`src/rtl/layer_sched_pkg.sv`:
```
// Shared types for the layer scheduler: FSM states, command header layout
// and accelerator mode encodings.
package layer_sched_pkg;

  typedef enum logic [1:0] {
    IDLE   = 2'd0,
    LAUNCH = 2'd1,
    RUN    = 2'd2,
    REPORT = 2'd3
  } state_t;

  typedef enum logic [1:0] {
    MODE_MM     = 2'd0,
    MODE_MM_ACC = 2'd1,
    MODE_ELT    = 2'd2,
    MODE_RAW    = 2'd3
  } acc_mode_t;

  // Command word is {tag, hdr}; hdr holds relu above mode.
  typedef struct packed {
    logic       relu;
    logic [1:0] mode;
  } cmd_hdr_t;

  localparam int CMD_HDR_W = $bits(cmd_hdr_t);

endpackage

```
`src/rtl/sched_fifo.sv`:
```
// Synchronous command FIFO with registered full/empty flags.
// DEPTH must be a power of two, at least 2.
module sched_fifo #(
  parameter int W     = 8,
  parameter int DEPTH = 4
) (
  input  logic         clk,
  input  logic         rst_n,
  input  logic         push,
  input  logic [W-1:0] wdata,
  input  logic         pop,
  output logic [W-1:0] rdata,
  output logic         full,
  output logic         empty
);

  localparam int AW = $clog2(DEPTH);

  logic [W-1:0] mem [DEPTH];
  logic [AW-1:0] wp;
  logic [AW-1:0] rp;
  logic [AW:0]   cnt;
  logic [AW:0]   cnt_n;
  logic          do_push;
  logic          do_pop;

  assign do_push = push && !full;
  assign do_pop  = pop && !empty;
  assign rdata   = mem[rp];

  always_comb begin
    cnt_n = cnt;
    if (do_push) cnt_n = cnt_n + 1'b1;
    if (do_pop)  cnt_n = cnt_n - 1'b1;
  end

  always_ff @(posedge clk or negedge rst_n) begin
    if (!rst_n) begin
      wp    <= '0;
      rp    <= '0;
      cnt   <= '0;
      full  <= 1'b0;
      empty <= 1'b1;
    end else begin
      if (do_push) wp <= wp + 1'b1;
      if (do_pop)  rp <= rp + 1'b1;
      cnt   <= cnt_n;
      full  <= (cnt_n == DEPTH[AW:0]);
      empty <= (cnt_n == '0);
    end
  end

  always_ff @(posedge clk) begin
    if (do_push) mem[wp] <= wdata;
  end

endmodule

```
`src/rtl/layer_sched.sv`:
```
// Layer job scheduler: queues commands, launches one job at a time, reports.
// Optional perf counters enabled with LAYER_SCHED_PERF_EN.
module layer_sched
  import layer_sched_pkg::*;
#(
  parameter int DEPTH = 4,
  parameter int TAG_W = 4,
  parameter int TO_W  = 20
) (
  input  logic             i_clk,
  input  logic             i_rst_n,
  input  logic             i_cmd_valid,
  output logic             o_cmd_ready,
  input  logic [1:0]       i_cmd_mode,
  input  logic             i_cmd_relu,
  input  logic [TAG_W-1:0] i_cmd_tag,
  input  logic [TO_W-1:0]  i_timeout_lim,
  output logic [1:0]       o_acc_mode,
  output logic             o_acc_relu_en,
  output logic             o_acc_start,
  input  logic             i_acc_tile_done,
  input  logic             i_acc_finish,
  output logic             o_rsp_valid,
  input  logic             i_rsp_ready,
  output logic [TAG_W-1:0] o_rsp_tag,
  output logic [15:0]      o_rsp_tiles,
  output logic             o_rsp_timeout,
  output logic             o_busy,
  output logic [31:0]      o_perf_busy_cyc,
  output logic [15:0]      o_perf_jobs
);

  localparam int CMD_W = TAG_W + CMD_HDR_W;

  state_t           state_q;
  state_t           state_n;
  logic             rdy_q;
  logic             full;
  logic             empty;
  logic             push;
  logic             pop;
  logic             expire;
  logic             wd_hit;
  logic [CMD_W-1:0] wcmd;
  logic [CMD_W-1:0] head;
  cmd_hdr_t         hdr;
  logic [TAG_W-1:0] tag_q;
  logic [1:0]       mode_q;
  logic             relu_q;
  logic [15:0]      tiles_q;
  logic             to_q;
  logic [TO_W-1:0]  wd_q;
  logic [TO_W-1:0]  lim_m1;

  assign hdr  = '{relu: i_cmd_relu, mode: i_cmd_mode};
  assign wcmd = {i_cmd_tag, hdr};

  // Ready is built only from flops so a pop never reaches it combinationally.
  assign o_cmd_ready = rdy_q && !full;
  assign push        = i_cmd_valid && o_cmd_ready;

  sched_fifo #(
    .W     (CMD_W),
    .DEPTH (DEPTH)
  ) u_fifo (
    .clk   (i_clk),
    .rst_n (i_rst_n),
    .push  (push),
    .wdata (wcmd),
    .pop   (pop),
    .rdata (head),
    .full  (full),
    .empty (empty)
  );

  assign lim_m1 = i_timeout_lim - TO_W'(1);
  assign wd_hit = (i_timeout_lim != '0) && (wd_q == lim_m1);

  always_ff @(posedge i_clk or negedge i_rst_n) begin
    if (!i_rst_n) begin
      state_q <= IDLE;
      rdy_q   <= 1'b0;
    end else begin
      state_q <= state_n;
      rdy_q   <= 1'b1;
    end
  end

  always_comb begin
    state_n = state_q;
    pop     = 1'b0;
    expire  = 1'b0;
    unique case (state_q)
      IDLE: begin
        if (!empty) begin
          pop     = 1'b1;
          state_n = LAUNCH;
        end
      end
      LAUNCH: state_n = RUN;
      RUN: begin
        if (i_acc_finish) begin
          state_n = REPORT;
        end else if (wd_hit) begin
          state_n = REPORT;
          expire  = 1'b1;
        end
      end
      REPORT: begin
        // A queued job launches straight out of the handshake cycle.
        if (i_rsp_ready) begin
          if (!empty) begin
            pop     = 1'b1;
            state_n = LAUNCH;
          end else begin
            state_n = IDLE;
          end
        end
      end
      default: state_n = IDLE;
    endcase
  end

  always_ff @(posedge i_clk or negedge i_rst_n) begin
    if (!i_rst_n) begin
      tag_q   <= '0;
      mode_q  <= '0;
      relu_q  <= 1'b0;
      tiles_q <= '0;
      to_q    <= 1'b0;
      wd_q    <= '0;
    end else if (pop) begin
      tag_q   <= head[CMD_W-1:CMD_HDR_W];
      mode_q  <= head[1:0];
      relu_q  <= head[2];
      tiles_q <= '0;
      to_q    <= 1'b0;
      wd_q    <= '0;
    end else if (state_q == RUN) begin
      wd_q <= wd_q + 1'b1;
      to_q <= expire;
      if (i_acc_tile_done && tiles_q != 16'hFFFF)
        tiles_q <= tiles_q + 1'b1;
    end
  end

  assign o_acc_mode    = mode_q;
  assign o_acc_relu_en = relu_q;
  assign o_acc_start   = (state_q == LAUNCH);
  assign o_rsp_valid   = (state_q == REPORT);
  assign o_rsp_tag     = tag_q;
  assign o_rsp_tiles   = tiles_q;
  assign o_rsp_timeout = to_q;
  assign o_busy        = (state_q != IDLE) || !empty;

`ifdef LAYER_SCHED_PERF_EN
  logic [31:0] busy_cyc_q;
  logic [15:0] jobs_q;

  always_ff @(posedge i_clk or negedge i_rst_n) begin
    if (!i_rst_n) begin
      busy_cyc_q <= '0;
      jobs_q     <= '0;
    end else begin
      if (state_q == RUN)
        busy_cyc_q <= busy_cyc_q + 1'b1;
      if (state_q == REPORT && i_rsp_ready && jobs_q != 16'hFFFF)
        jobs_q <= jobs_q + 1'b1;
    end
  end

  assign o_perf_busy_cyc = busy_cyc_q;
  assign o_perf_jobs     = jobs_q;
`else
  assign o_perf_busy_cyc = '0;
  assign o_perf_jobs     = '0;
`endif

endmodule

```
`config.mk`:
```
export PLATFORM = sky130hd
export DESIGN_NAME = layer_sched
export DESIGN_NICKNAME = d
export VERILOG_FILES = /design/src/rtl/layer_sched_pkg.sv /design/src/rtl/sched_fifo.sv /design/src/rtl/layer_sched.sv
export SDC_FILE = /design/constraint.sdc
export NUM_CORES = 1
export LEC_CHECK = 0
export ABC_AREA = 1
export ABC_CLOCK_PERIOD_IN_PS = 2200
export BUFFER_PORTS_ARGS = -buffer_cell sky130_fd_sc_hd__buf_2
export CAP_MARGIN = 30
export CORE_ASPECT_RATIO = 0.7
export CORE_UTILIZATION = 40
export DETAILED_ROUTE_END_ITERATION = 12
export GPL_TIMING_DRIVEN = 0
export PLACE_DENSITY = 0.68
export REMOVE_ABC_BUFFERS = 1
export SLEW_MARGIN = 20
export SYNTH_ARGS = -nofsm -noshare
export SYNTH_HDL_FRONTEND = slang
export SYNTH_HIERARCHICAL = 1
export SYNTH_SLANG_ARGS = --single-unit
```
`constraint.sdc`:
```
create_clock -name i_clk -period 2.2 [get_ports i_clk]
set_input_delay 0.11 -clock i_clk [delete_from_list [all_inputs] [get_ports i_clk]]
set_output_delay 0.11 -clock i_clk [all_outputs]
set_load 0.1 [all_outputs]
```
======== Word level (Yosys, flattened, before mapping) ========
Memory sizes are Yosys's and may differ from the RTL's. A register that Yosys moved wholly into a read port is not among the register bits.
Cells that the tools add are included.
storage, ports and cells
  memories ................................ 1
  RAM bits ................................ 28
  output and inout bits ................... 76
  input port bits ......................... 33
  register bits after elaboration ......... 49
memory list
  name        depth  bits a word  read ports  clocked after memory_dff  write ports  RTL line          text
  u_fifo.mem  4      7            1           1                         1            sched_fifo.sv:19  logic [W-1:0] mem [DEPTH];
cells by class
  add/sub/neg operators ................... 7
  reductions and logical operators ........ 18
  equality and inequality tests ........... 9
  muxes and demuxes ....................... 22
operators by type and width
  kind                                                                   number
  16-bit two-way mux                                                     3
  20-bit two-way mux                                                     2
  20-bit by 1-bit adder with 20-bit output (second input constant)       1
  20-bit == test                                                         1
  20-bit nonzero test                                                    1
  20-bit by 1-bit subtractor with 20-bit output (second input constant)  1
  16-bit by 1-bit adder with 16-bit output (second input constant)       1
  16-bit != test (second input constant)                                 1
  1-bit two-way mux                                                      9
  2-bit two-way mux                                                      4
  2-bit case mux with 4 select lines                                     1
  1-bit logical AND                                                      6
  3-bit two-way mux                                                      2
  2-bit nonzero test                                                     3
  2-bit by 1-bit adder with 2-bit output (second input constant)         2
  2-bit == test (second input constant)                                  2
  3-bit by 1-bit adder with 3-bit output (second input constant)         1
  3-bit == test (second input constant)                                  1
  1-bit logical NOT                                                      3
  3-bit logical NOT                                                      1
  3-bit != test (second input constant)                                  1
  3-bit AND reduction                                                    1
  3-bit by 1-bit subtractor with 3-bit output (second input constant)    1
  2-bit by 1-bit == test with 1-bit output (second input constant)       1
  6 further kinds                                                        6

======== Logic depth before layout (Yosys ltp) ========
Gate-level depths: netlist (run 1).
  depth in word-level cells ............... 8
  gate-level depth with buffers ........... 17
  depth with buffers taken out ............ 17

======== Modules after synthesis ========
Netlist (run 1), hierarchy kept.
by module, submodules not included
  module       sequential area each (um^2)  instances  area each (um^2)  cells an instance
  layer_sched  1176.1                       1          3666.0            548
  sched_fifo   1067.3                       1          1610.3            134

======== Worst setup path before layout (run 1) ========
Ideal clock, no wire load.
  path type ............................... register to register
  start point ............................. register state_q[1]
  end point ............................... register u_fifo.empty
  period minus slack after synthesis ...... 2561 ps
  data required time ...................... 2136 ps
  data arrival time ....................... 2497 ps
  slack ................................... -361 ps
  stages on the path, launching flop included .. 14
  library setup time ...................... 64 ps
  cell sequence ........................... dfrtp_1 ha_1 a21o_1 nand2_1 inv_1 buf_1 nand2_4 inv_1 nand2_1 inv_1 nand2_1 nand2_1 inv_1 nor2_2
between the ends
  word-level cells in the longest chain between the ends .. 5
ends and longest elaborated chain
  what                                RTL line           text
  start: declaration                  layer_sched.sv:35  state_t state_q;
  start signal: assignment            layer_sched.sv:84  state_q <= state_n;
  2-bit == test                       --
  named net o_rsp_valid               layer_sched.sv:23  output logic o_rsp_valid,
  1-bit case mux with 2 select lines  layer_sched.sv:93  unique case (state_q)
  named net pop                       layer_sched.sv:41  logic pop;
  1-bit logical AND                   sched_fifo.sv:28   assign do_pop = pop && !empty;
  3-bit two-way mux                   sched_fifo.sv:34   if (do_pop) cnt_n = cnt_n - 1'b1;
  named net u_fifo.cnt_n[2]           sched_fifo.sv:23   logic [AW:0] cnt_n;
  3-bit logical NOT                   sched_fifo.sv:49   empty <= (cnt_n == '0);
  end signal: assignment              sched_fifo.sv:49
  end: declaration                    sched_fifo.sv:14   output logic empty
The timed path passes the listed nets, and every way through them passes these cells.
A chain may end at the register's enable or synchronous reset.

======== Final worst setup path (run 1) ========
  start point ............................. register u_fifo.full
  end point ............................... memory u_fifo/mem[0][0] (netlist bit) (enable)
between the ends
  word-level cells in the longest chain between the ends .. 6
ends and longest elaborated chain
  what                                     RTL line           text
  start: declaration                       sched_fifo.sv:13   output logic full,
  start signal: assignment                 sched_fifo.sv:48   full <= (cnt_n == DEPTH[AW:0]);
  1-bit logical NOT                        layer_sched.sv:59  assign o_cmd_ready = rdy_q && !full;
  1-bit logical AND                        layer_sched.sv:59
  1-bit logical AND                        layer_sched.sv:60  assign push = i_cmd_valid && o_cmd_ready;
  named net push                           layer_sched.sv:40  logic push;
  1-bit logical AND                        sched_fifo.sv:27   assign do_push = push && !full;
  1-bit two-way mux                        sched_fifo.sv:54   if (do_push) mem[wp] <= wdata;
  1-bit two-way mux (implied by the code)  sched_fifo.sv:54
  end: declaration                         sched_fifo.sv:19
The timed path passes the listed nets, and every way through them passes these cells.

==> results of run 1 <==
==> registers in the layout, summed over array words and instances (netlist names) <==
name           flops
rdy_q              1
u_fifo/rp          2
state_q            2
u_fifo/full        1
o_rsp_timeout      1
o_acc_mode         2
u_fifo/wp          2
u_fifo/mem        28
o_acc_relu_en      1
o_rsp_tiles       16
u_fifo/cnt         3
o_rsp_tag          4
wd_q              20
u_fifo/empty       1
==> synthesized netlist by cell type, types with 4 or more instances <==
cell type,n
nand2_2,11
xnor2_1,4
nand3_1,43
o21ai_0,39
buf_4,48
xor2_1,14
nor3_1,14
inv_2,4
nand2_4,4
edfxtp_1,28
ha_1,14
o22ai_1,7
a21oi_1,23
nand4_1,6
dfrtp_1,55
nor2_1,89
clkbuf_1,4
nor2_2,12
nor2_4,5
inv_1,83
nand2_1,145
==> cell families after synthesis <==
| group | synth area share, % |
|---|---|
| AOI/OAI and AO/OA | 7.85 |
| xor gates and xnor gates | 2.99 |
| adders and majority gates | 3.32 |
| buffers and inverters | 13.7 |
| DFF | 42.5 |
| other | 0.142 |
| and+or+nand+nor | 29.5 |
==> report_power, final <==
group	internal, mW	switching [mW]
Combinational	0.813	2.61
Sequential	1.91	0.264
Clock	0.807	0.696
Total	3.53	3.57
==> worst paths after layout <==
check,startpoint,end,depth (start not counted)
max in group asynchronous,i_rst_n,state_q[1],2
hold / removal,i_cmd_tag[3],u_fifo/mem[1][6],1
min in group asynchronous,i_rst_n,o_rsp_tiles[5],2
hold reg to reg,o_rsp_tag[3],o_rsp_tag[3],2
setup reg to reg,u_fifo/full,u_fifo/mem[0][0],3
setup / recovery,u_fifo/full,u_fifo/mem[0][0],3
==> layout make-up <==
| class | instances | area [µm²] | area share, % |
|---|---|---|---|
| Sequential cell | 84 | 2240 | 37.2 |
| Clock inverter | 7 | 75.1 | 1.24 |
| Multi-Input combinational cell | 503 | 2570 | 42.5 |
| Inverter | 87 | 330 | 5.47 |
| Clock buffer | 9 | 225 | 3.73 |
| Timing Repair Buffer | 70 | 395 | 6.55 |
| Tap cell | 162 | 203 | 3.36 |
==> stage by stage <==
| step | util [%] | cells | total power [mW] | setup slack (ns) | cell area (µm²) |
|---|---|---|---|---|---|
| 6_report | 47.8 | 922 | 7.09 | 0.160 | 6040 |
| 3_3_place_gp | 44.0 | 894 | 5.27 | -1.39 | 5560 |
| 4_1_cts | 47.3 | 919 | 6.97 | 0.00245 | 5980 |
| 2_1_floorplan | - | 672 | 4.66 | -0.858 | 5050 |
| 5_1_grt | 47.8 | 922 | 7.58 | 0.0303 | 6040 |
| 3_5_place_dp | 44.0 | 894 | 5.31 | -0.800 | 5560 |
==> layer usage <==
layer | wire length (µm) | track usage [%] | up-vias
met5 | 8 | 0 | -
met4 | 76 | 4.36 | 2
met3 | 571 | 3.92 | 8
met2 | 4710 | 25.6 | 102
met1 | 6050 | 25.4 | 1954
li1 | - | - | 2240
==> cell usage in the layout (no fill, tap or decap), drive strengths merged <==
cell and count:
dfstp 1, clkinvlp 2, edfxtp 28, nor3 17, o21ai 41, nor4 2, nor2 106, nor3b 2
clkbuf 9, a21oi 23, nand4 6, o22ai 7, a21o 1, conb 49, a31oi 2, and3 1
clkinv 1, buf 63, xor2 14, o21bai 1, nand2 162, o31ai 1, and2 1, inv 91
o21a 2, nand3 46, xnor2 4, nand3b 1, dlygate4sd3 7, ha 14, dfrtp 55
==> what timing repair did <==
action	4_1_cts	5_1_grt
pin swaps	0	2
endpoints found under the setup margin	63	19
hold buffers	7	0
endpoints found under the hold margin	79	0
setup buffers	2	1
cloned	0	2
resized for setup	6	9
==> flow_metrics.tcl, run 1 <==
set metrics [dict create \
    status "finished clean" \
    clock.fmax_mhz 490 \
    insertedDiodeCount 0 \
    grt_use_total_pct 17.3 \
    via_per_inst 4.67 \
    synth_area_um2 5280 \
    max-vdd-ir-drop_uv 1040 \
    synth_top_area_share_pct 26.1 \
    path_class "flip-flop to flip-flop" \
    cp_max_fo 7 \
    wl_per_cell_um 12.4 \
    num_rows 34 \
    path_cells "nor3b_2 -> nand2_4 -> nor2_1" \
    period_minus_slack_ns 2.04 \
    crit_family "simple AND/OR/NAND/NOR gates" \
    portBuffers 60 \
    num_vias 4306 \
    dieArea_um2 13700 \
    drt_iter0_markers 214 \
    fin_nets 802 \
    drtPass1Iterations 4 \
    cts_tree "done" \
    synth_edf_count 28 \
    min_path_type "input port to flip-flop" \
    yosysSeqAreaShare_pct 42.5 \
    pwr_density_cell_nw_per_um2 1170 \
    overflow 0 \
    async_flop_share_pct 66.7 \
    area_growth_pct 14.5 \
    synth.area.top_cells "dfrtp_1 (26%), edfxtp_1 (16%), nand2_1 (10%)" \
    fin_crit_sh_pct 92.7 \
    cpMaxStageDelayCell "nor2_1" \
    grt_pass1_vias 3940 \
    synth_top_flop_cell "dfrtp_1" \
    start_kind "flip-flop" \
    clock_insertion_delay_worst_skew_ns 0.34 \
    relSlewSlack_pct 50.8 \
    numCtsBuffers 9 \
    grt_start_max_net_pins 57 \
    grt_pass1_wl_um 18900 \
    fillCellCount 1229 \
    final_hold_viol_count 0 \
    clock-sinks 84 \
    clkTransAtPathRegs_ns 0.07 \
    crit_buf_inv 0 \
    cpPeakStageDelay_ns 0.58 \
    initial_core_util_pct 41.8 \
    synth_seq_cells 84 \
    fin_skew_ns 0.00896 \
    tightestPinTransition_ns 0.738 \
    r2r_slack_ns 0.16 \
    syn_inst 682 \
    synth.avg_cell_area_um2 7.74 \
    hold_ws_ns 0.0136 \
    io_pins 109 \
    drv_slew 0 \
    critical_path_arrival_ns 2.01 \
    clock_path_buffers 2 \
    layout-drive-gt1-share_pct 17.6 \
    worstSetupEndpointType "flip-flop" \
    ctsRootBufferMaster "clkbuf_16" \
    htreeDepth 3 \
    yosys_warnings 6 \
    die_h_um 98.1 \
    die_x_um 139 \
    cp.required_ns 2.17 \
    yosys.area.top_type "dfrtp_1" \
    leakagePower_nw 2.85 \
    gp_congestion 0.830 \
    setup_viol 0 \
    ys_types 38 \
    drtAntennaViolNets 0 \
    rsz0062_at_grt "false" \
    antenna_found_initial 1 \
    drcViolationCount 0 \
    wl_um 11400 \
    maxCapViolCount 0 \
    tns_ns 0 \
    place_hpwl_um 8120 \
    coreArea_um2 12600 \
]
(Power assumes the default switching activity.)
==> run 2: changes to the inputs <==
- ABC_AREA: 1 -> default
- CORE_MARGIN: default -> 10
- PLACE_DENSITY: 0.68 -> 0.69
==> run 2 against run 1 <==
Against the previous run: the run now ends with setup timing left; global-route usage fell by 4.7 points; combinational power fell by 6.7%; first-iteration DRC count fell by 17%; wire length fell by 3.4%; clock skew fell by 0.0025 ns; clock power rose by 4%; hold slack improved by 0.21 ns; utilization rose by 1.8 points; flip-flop and latch count did not move; critical path depth rose by 6.
==> flow_metrics.tcl, run 2 <==
set metrics [dict create \
    path_class "input port to flip-flop" \
    syn_inst 465 \
    p_clk_share_pct 22.6 \
    cp_max_fo 3 \
    synth_seq_cells 84 \
    tightestPinTransition_ns 0.740 \
    synth_commonest_cells "nor2_1 (57), dfrtp_1 (55), buf_4 (49)" \
    cp.required_ns 2.42 \
    via_per_inst 4.94 \
    clock_insertion_delay_worst_skew_ns 0.33 \
    num_vias 3504 \
    cpPeakStageDelay_ns 0.58 \
    ys_types 61 \
    num_rows 33 \
    clock_path_buffers 2 \
    fin_cells 710 \
    place_inst 669 \
    fin_crit_sh_pct 129 \
    place_hpwl_um 7980 \
    clkTransAtPathRegs_ns 0.06 \
    drtAntennaViolNets 0 \
    dieArea_um2 17200 \
    grt_pass1_wl_um 18200 \
    max-vdd-ir-drop_uv 822 \
    synth.avg_cell_area_um2 10.6 \
    period_minus_slack_ns 2.83 \
    fin_skew_ns 0.00650 \
    initial_core_util_pct 41.4 \
    relSlewSlack_pct 50.7 \
    yosysSeqAreaShare_pct 45.6 \
    tns_ns -1.51 \
    status "finished with violations" \
    violations "setup timing" \
    netSwitchingFraction_pct 42.8 \
    setup_viol 3 \
    worstSetupEndpointType "flip-flop" \
    leakagePower_nw 2.54 \
    p_seq_share_pct 31.2 \
    clock.fmax_mhz 353 \
    internal-power_mw 3.95 \
    p_sw_mw 2.96 \
    timing.final.ws_setup_ns -0.634 \
    synth_area_um2 4920 \
    layout-drive-gt1-share_pct 26.8 \
    synth.area.top_cells "dfrtp_1 (28%), edfxtp_1 (17%), buf_4 (7.5%)" \
    die_h_um 113 \
    drcViolationCount 0 \
    grt_pass1_vias 3661 \
    final_hold_viol_count 0 \
    die_x_um 153 \
    drtPass1Iterations 4 \
    numCtsBuffers 9 \
    synth_top_area_share_pct 27.9 \
    coreArea_um2 11900 \
    path_cells "buf_8 -> or4_4 -> or4_4 -> nor4_4 -> xnor2_1 -> or4_1 -> or4b_4 -> a21oi_4 -> mux2_4" \
    yosys_warnings 6 \
    insertedDiodeCount 0 \
    portBuffers 60 \
    io_pins 109 \
    async_flop_share_pct 66.7 \
    pwr_density_cell_nw_per_um2 1170 \
    fin_nets 595 \
    critical_path_arrival_ns 3.05 \
    gp_congestion 0.902 \
    htreeDepth 3 \
    drt_iter0_markers 177 \
    rsz0062_at_grt "true" \
    yosysMostFrequentCell "nor2_1" \
    ctsRootBufferMaster "clkbuf_16" \
    clock-sinks 84 \
    grt_start_max_net_pins 57 \
    synth_top_flop_cell "dfrtp_1" \
    area_growth_pct 19.8 \
    combPwrFrac_pct 46.2 \
    synth_edf_count 28 \
    layout_common_cells "buf_2 (56), nor2_1 (54), dfrtp_1 (53)" \
    final_area_um2 5900 \
    layout_commonest_cell "buf_2" \
    drv_slew 0 \
    min_path_type "input port to flip-flop" \
    wl_per_cell_um 15.5 \
    placed_area_um2 5200 \
    grt_use_total_pct 12.6 \
    wl_um 11000 \
    antenna_found_initial 0 \
    overflow 0 \
    maxCapViolCount 0 \
    regMostFlops "u_fifo/mem" \
    cpMaxStageDelayCell "or4b_4" \
    cp_common_cell "or4_4" \
    cts_tree "done" \
    largest_register_ffs 28 \
    start_kind "input port" \
    yosys.area.top_type "dfrtp_1" \
]
run 2: changes by cell type after synthesis, moves of 12 or more:
cell,change
nand2_1,-118
inv_1,-68
xor2_1,+16
nor2_1,-32
o21ai_0,-29
nor2_2,-12
a21oi_1,-17
nand3_1,-32
xnor2_1,+27
run 2: power by group through the flow:
stage	Combinational [mW]	Clock, mW	Sequential [mW]
6_report	3.19	1.56	2.16
5_1_grt	3.41	1.67	2.21
4_1_cts	3.09	1.60	2.16
3_5_place_dp	2.79	0	2.21
3_3_place_gp	2.53	0	2.18
2_1_floorplan	1.67	0	2.76
run 2: cell type report:
class / count / area (µm²)
repair buffers: 89 / 574
flip-flops and latches: 84 / 2250
clock buffers: 11 / 233
fillers: 1097 / 5990
clock inverters: 5 / 76.3
well taps: 157 / 196
multi-input cells: 349 / 2520
inverters: 15 / 56.3
run 2: logic make-up (layout without fill, tap and decap cells):
group	after synthesis	in the layout	synth area share, %
compound gates	36	36	5.16
xor+xnor	63	63	11.6
fa+ha+maj	14	14	3.56
buf+inv	79	120	9.93
flops	84	84	45.6
mux	19	19	5.84
other cells	2	49	0.152
simple gates	168	168	18.2
run 2: final timing paths:
check	from	to	slack [ns]	cells past startpoint
hold / removal	i_acc_finish	o_rsp_timeout	0.22	4
setup / recovery	i_timeout_lim[10]	state_q[1]	-0.63	9
setup reg to reg	wd_q[2]	state_q[1]	-0.62	7
max in group asynchronous	i_rst_n	wd_q[2]	1.30	2
hold reg to reg	o_acc_mode[1]	o_acc_mode[1]	0.50	1
min in group asynchronous	i_rst_n	o_rsp_tiles[3]	0.36	2
run 2: through the flow:
| stage | setup slack, ns | hold WS [ns] | power [mW] | util (%) |
|---|---|---|---|---|
| after global placement | -5.02 | 0.322 | 4.71 | 43.4 |
| after global routing | -0.728 | 0.272 | 7.29 | 49.6 |
| after floorplan | -3.28 | -0.186 | 4.42 | - |
| after detailed placement | -1.17 | 0.233 | 5.00 | 43.8 |
| final | -0.634 | 0.221 | 6.92 | 49.6 |
| after CTS | -0.589 | 0.200 | 6.85 | 48.8 |
run 2: worst max-delay path: cells and delay by family:
family / cells / cell delay, ns
AOI/OAI and AO/OA: 1 / 0.18
xor gates and xnor gates: 1 / 0.09
buffers and inverters: 1 / 0.10
muxes: 1 / 0.31
and+or+nand+nor: 5 / 2.27
run 2: per-layer routing:
metal	part of all wire (%)	track usage, %	vias to the layer above
li1	-	-	1672
met1	43	15.2	1723
met2	49	21.1	97
met3	7.0	4.16	12
met4	1.3	3.87	0
met5	0	0	-
run 2: repair_timing:
| item | 4_1_cts | 5_1_grt |
|---|---|---|
| resized for setup | 24 | 20 |
| pin swaps | 9 | 5 |
| endpoints found under the setup margin | 24 | 15 |
| hold endpoints to repair | 83 | 0 |
| setup buffers | 14 | 3 |
| hold buffers | 8 | 0 |
==> run 3: changes to the inputs <==
- ABC_CLOCK_PERIOD_IN_PS: 2200 -> 3500
- clock period: 2.2 -> 3.5 ns (I/O delays scaled with it)
==> run 3 against run 2 <==
Against the previous run: the run now ends clean; count of clock-buffer cells in the layout stayed put; critical path depth stayed put; sequential power is 37% lower; combinational power is 45% lower; clock skew is 0.00087 ns higher; non-clock buffer count is 24 lower; first-iteration DRC count is 5.6% higher; critical endpoint unchanged; highest routed layer unchanged.
==> flow_metrics.tcl, run 3 (synthesis gave the netlist of run 2 again) <==
set metrics [dict create \
    rr_endpoint "state_q[1]" \
    fin_crit_sh_pct 88.4 \
    cts_tree "done" \
    antenna_found_initial 1 \
    crit_buf_inv 1 \
    io_pins 109 \
    tightestPinTransition_ns 0.743 \
    preCtsSetupSlack_ns 0.0694 \
    num_rows 33 \
    clock_insertion_delay_worst_skew_ns 0.33 \
    fin_skew_ns 0.00737 \
    area_growth_pct 12.2 \
    clkTransAtPathRegs_ns 0.06 \
    wl_per_cell_um 15.3 \
    drtPass1Iterations 4 \
    min_path_type "input port to flip-flop" \
    drcViolationCount 0 \
    critical_path_arrival_ns 3.31 \
    final_hold_viol_count 0 \
    layout-drive-gt1-share_pct 20.4 \
    fin_nets 571 \
    r2r_slack_ns 0.50 \
    whs_endpoint "u_fifo/mem[3][5]" \
    r2r_cells 8 \
    worstHoldPathCells 1 \
    timing.rr.start "wd_q[3]" \
    drv_slew 0 \
    internal-power_mw 2.32 \
    place_hpwl_um 7980 \
    path_class "input port to flip-flop" \
    clock.fmax_mhz 323 \
    dieArea_um2 17200 \
    die_h_um 113 \
    setup_viol 0 \
    cp.required_ns 3.71 \
    status "finished clean" \
    p_seq_share_pct 33.4 \
    pwr_density_cell_nw_per_um2 741 \
    drtAntennaViolNets 0 \
    gp_congestion 0.902 \
    grt_pass1_wl_um 17600 \
    p_clk_share_pct 23.9 \
    maxCapViolCount 0 \
    layout_common_cells "buf_2 (59), nor2_1 (57), dfrtp_1 (55)" \
    crit_family "simple AND/OR/NAND/NOR gates" \
    overflow 0 \
    period_minus_slack_ns 3.09 \
    relSlewSlack_pct 50.5 \
    worstSetupEndpointType "flip-flop" \
    die_x_um 153 \
    hp-start "i_cmd_tag[2]" \
    clock-sinks 84 \
    num_vias 3411 \
    clock_path_buffers 2 \
    layout_commonest_cell "buf_2" \
    fillCellCount 1120 \
    coreArea_um2 11900 \
    rsz0062_at_grt "false" \
    leakagePower_nw 2.38 \
    regMostFlops "u_fifo/mem" \
    cts_setup_buffers 0 \
    timing.final.ws_setup_ns 0.405 \
    path_cells "buf_2 -> or4_4 -> or4_4 -> nor4_4 -> xnor2_1 -> or4_1 -> or4b_4 -> a21oi_2 -> mux2_1" \
    max-vdd-ir-drop_uv 454 \
    combPwrFrac_pct 42.7 \
    htreeDepth 3 \
    initial_core_util_pct 41.4 \
    grt_pass1_vias 3532 \
    grt_start_max_net_pins 57 \
    portBuffers 60 \
    numCtsBuffers 9 \
    cpMaxStageDelayCell "or4_4" \
    largest_register_ffs 28 \
    via_per_inst 4.97 \
    wl_um 10500 \
    cp_max_fo 12 \
    start_kind "input port" \
    drt_iter0_markers 187 \
    ctsRootBufferMaster "clkbuf_16" \
    tns_ns 0 \
    cpPeakStageDelay_ns 0.62 \
    netSwitchingFraction_pct 43.4 \
    grt_use_total_pct 12.1 \
    p_sw_mw 1.78 \
    cp_common_cell "or4_4" \
]
-- run 3: per-layer routing --
metal / routed length, µm / up-vias / GRT usage (%)
met2: 5010 / 78 / 19.9
met1: 4680 / 1698 / 14.7
li1: - / 1626 / -
met4: 159 / 0 / 4.18
met5: 0 / - / 0
met3: 643 / 9 / 4.16
-- run 3: what timing repair did --
| item | 4_1_cts | 5_1_grt |
|---|---|---|
| hold endpoints to repair | 55 | 0 |
| resized for setup | 0 | 0 |
| hold buffers | 1 | 0 |
-- run 3: final cells by class --
class,count,area [µm²],share of cell area (%)
clock buffer,11,233,4.21
multi-input combinational,349,2370,43.0
sequential,84,2240,40.6
tap,157,196,3.56
inverter,15,56.3,1.02
timing repair buffer,65,343,6.21
clock inverter,5,76.3,1.38
antenna,1,2.50,0.0453
-- run 3: per-stage QoR --
stage	hold slack (ns)	instances	total power, mW	cell area [µm²]	utilization [%]
global placement	0.387	665	3.04	5160	43.4
detailed placement	0.298	669	3.14	5200	43.8
finish	0.0615	687	4.10	5520	46.5
global route	0.0523	687	4.33	5520	46.5
floorplan	-0.121	448	2.77	4670	-
CTS	0.0408	686	4.14	5520	46.4
-- run 3: how the worst max path moves through the flow --
stage                           startpoint               to  slack [ns]  depth (start not counted)
after detailed placement  i_timeout_lim[2]       state_q[1]        0.07                          9
after global placement          state_q[0]  o_rsp_tiles[11]       -3.72                          8
final                     i_timeout_lim[2]       state_q[1]        0.41                          9
after global routing      i_timeout_lim[0]       state_q[1]        0.27                         11
after CTS                 i_timeout_lim[2]       state_q[1]        0.43                          9
after floorplan                 state_q[1]  o_rsp_tiles[13]       -1.98                          8
-- run 3: power groups by stage --
stage	Combinational (mW)	Clock (mW)	Sequential (mW)
after floorplan	1.05	0	1.73
after global routing	1.88	1.05	1.40
final	1.75	0.980	1.37
after detailed placement	1.75	0	1.39
after global placement	1.66	0	1.38
after CTS	1.76	1.01	1.37
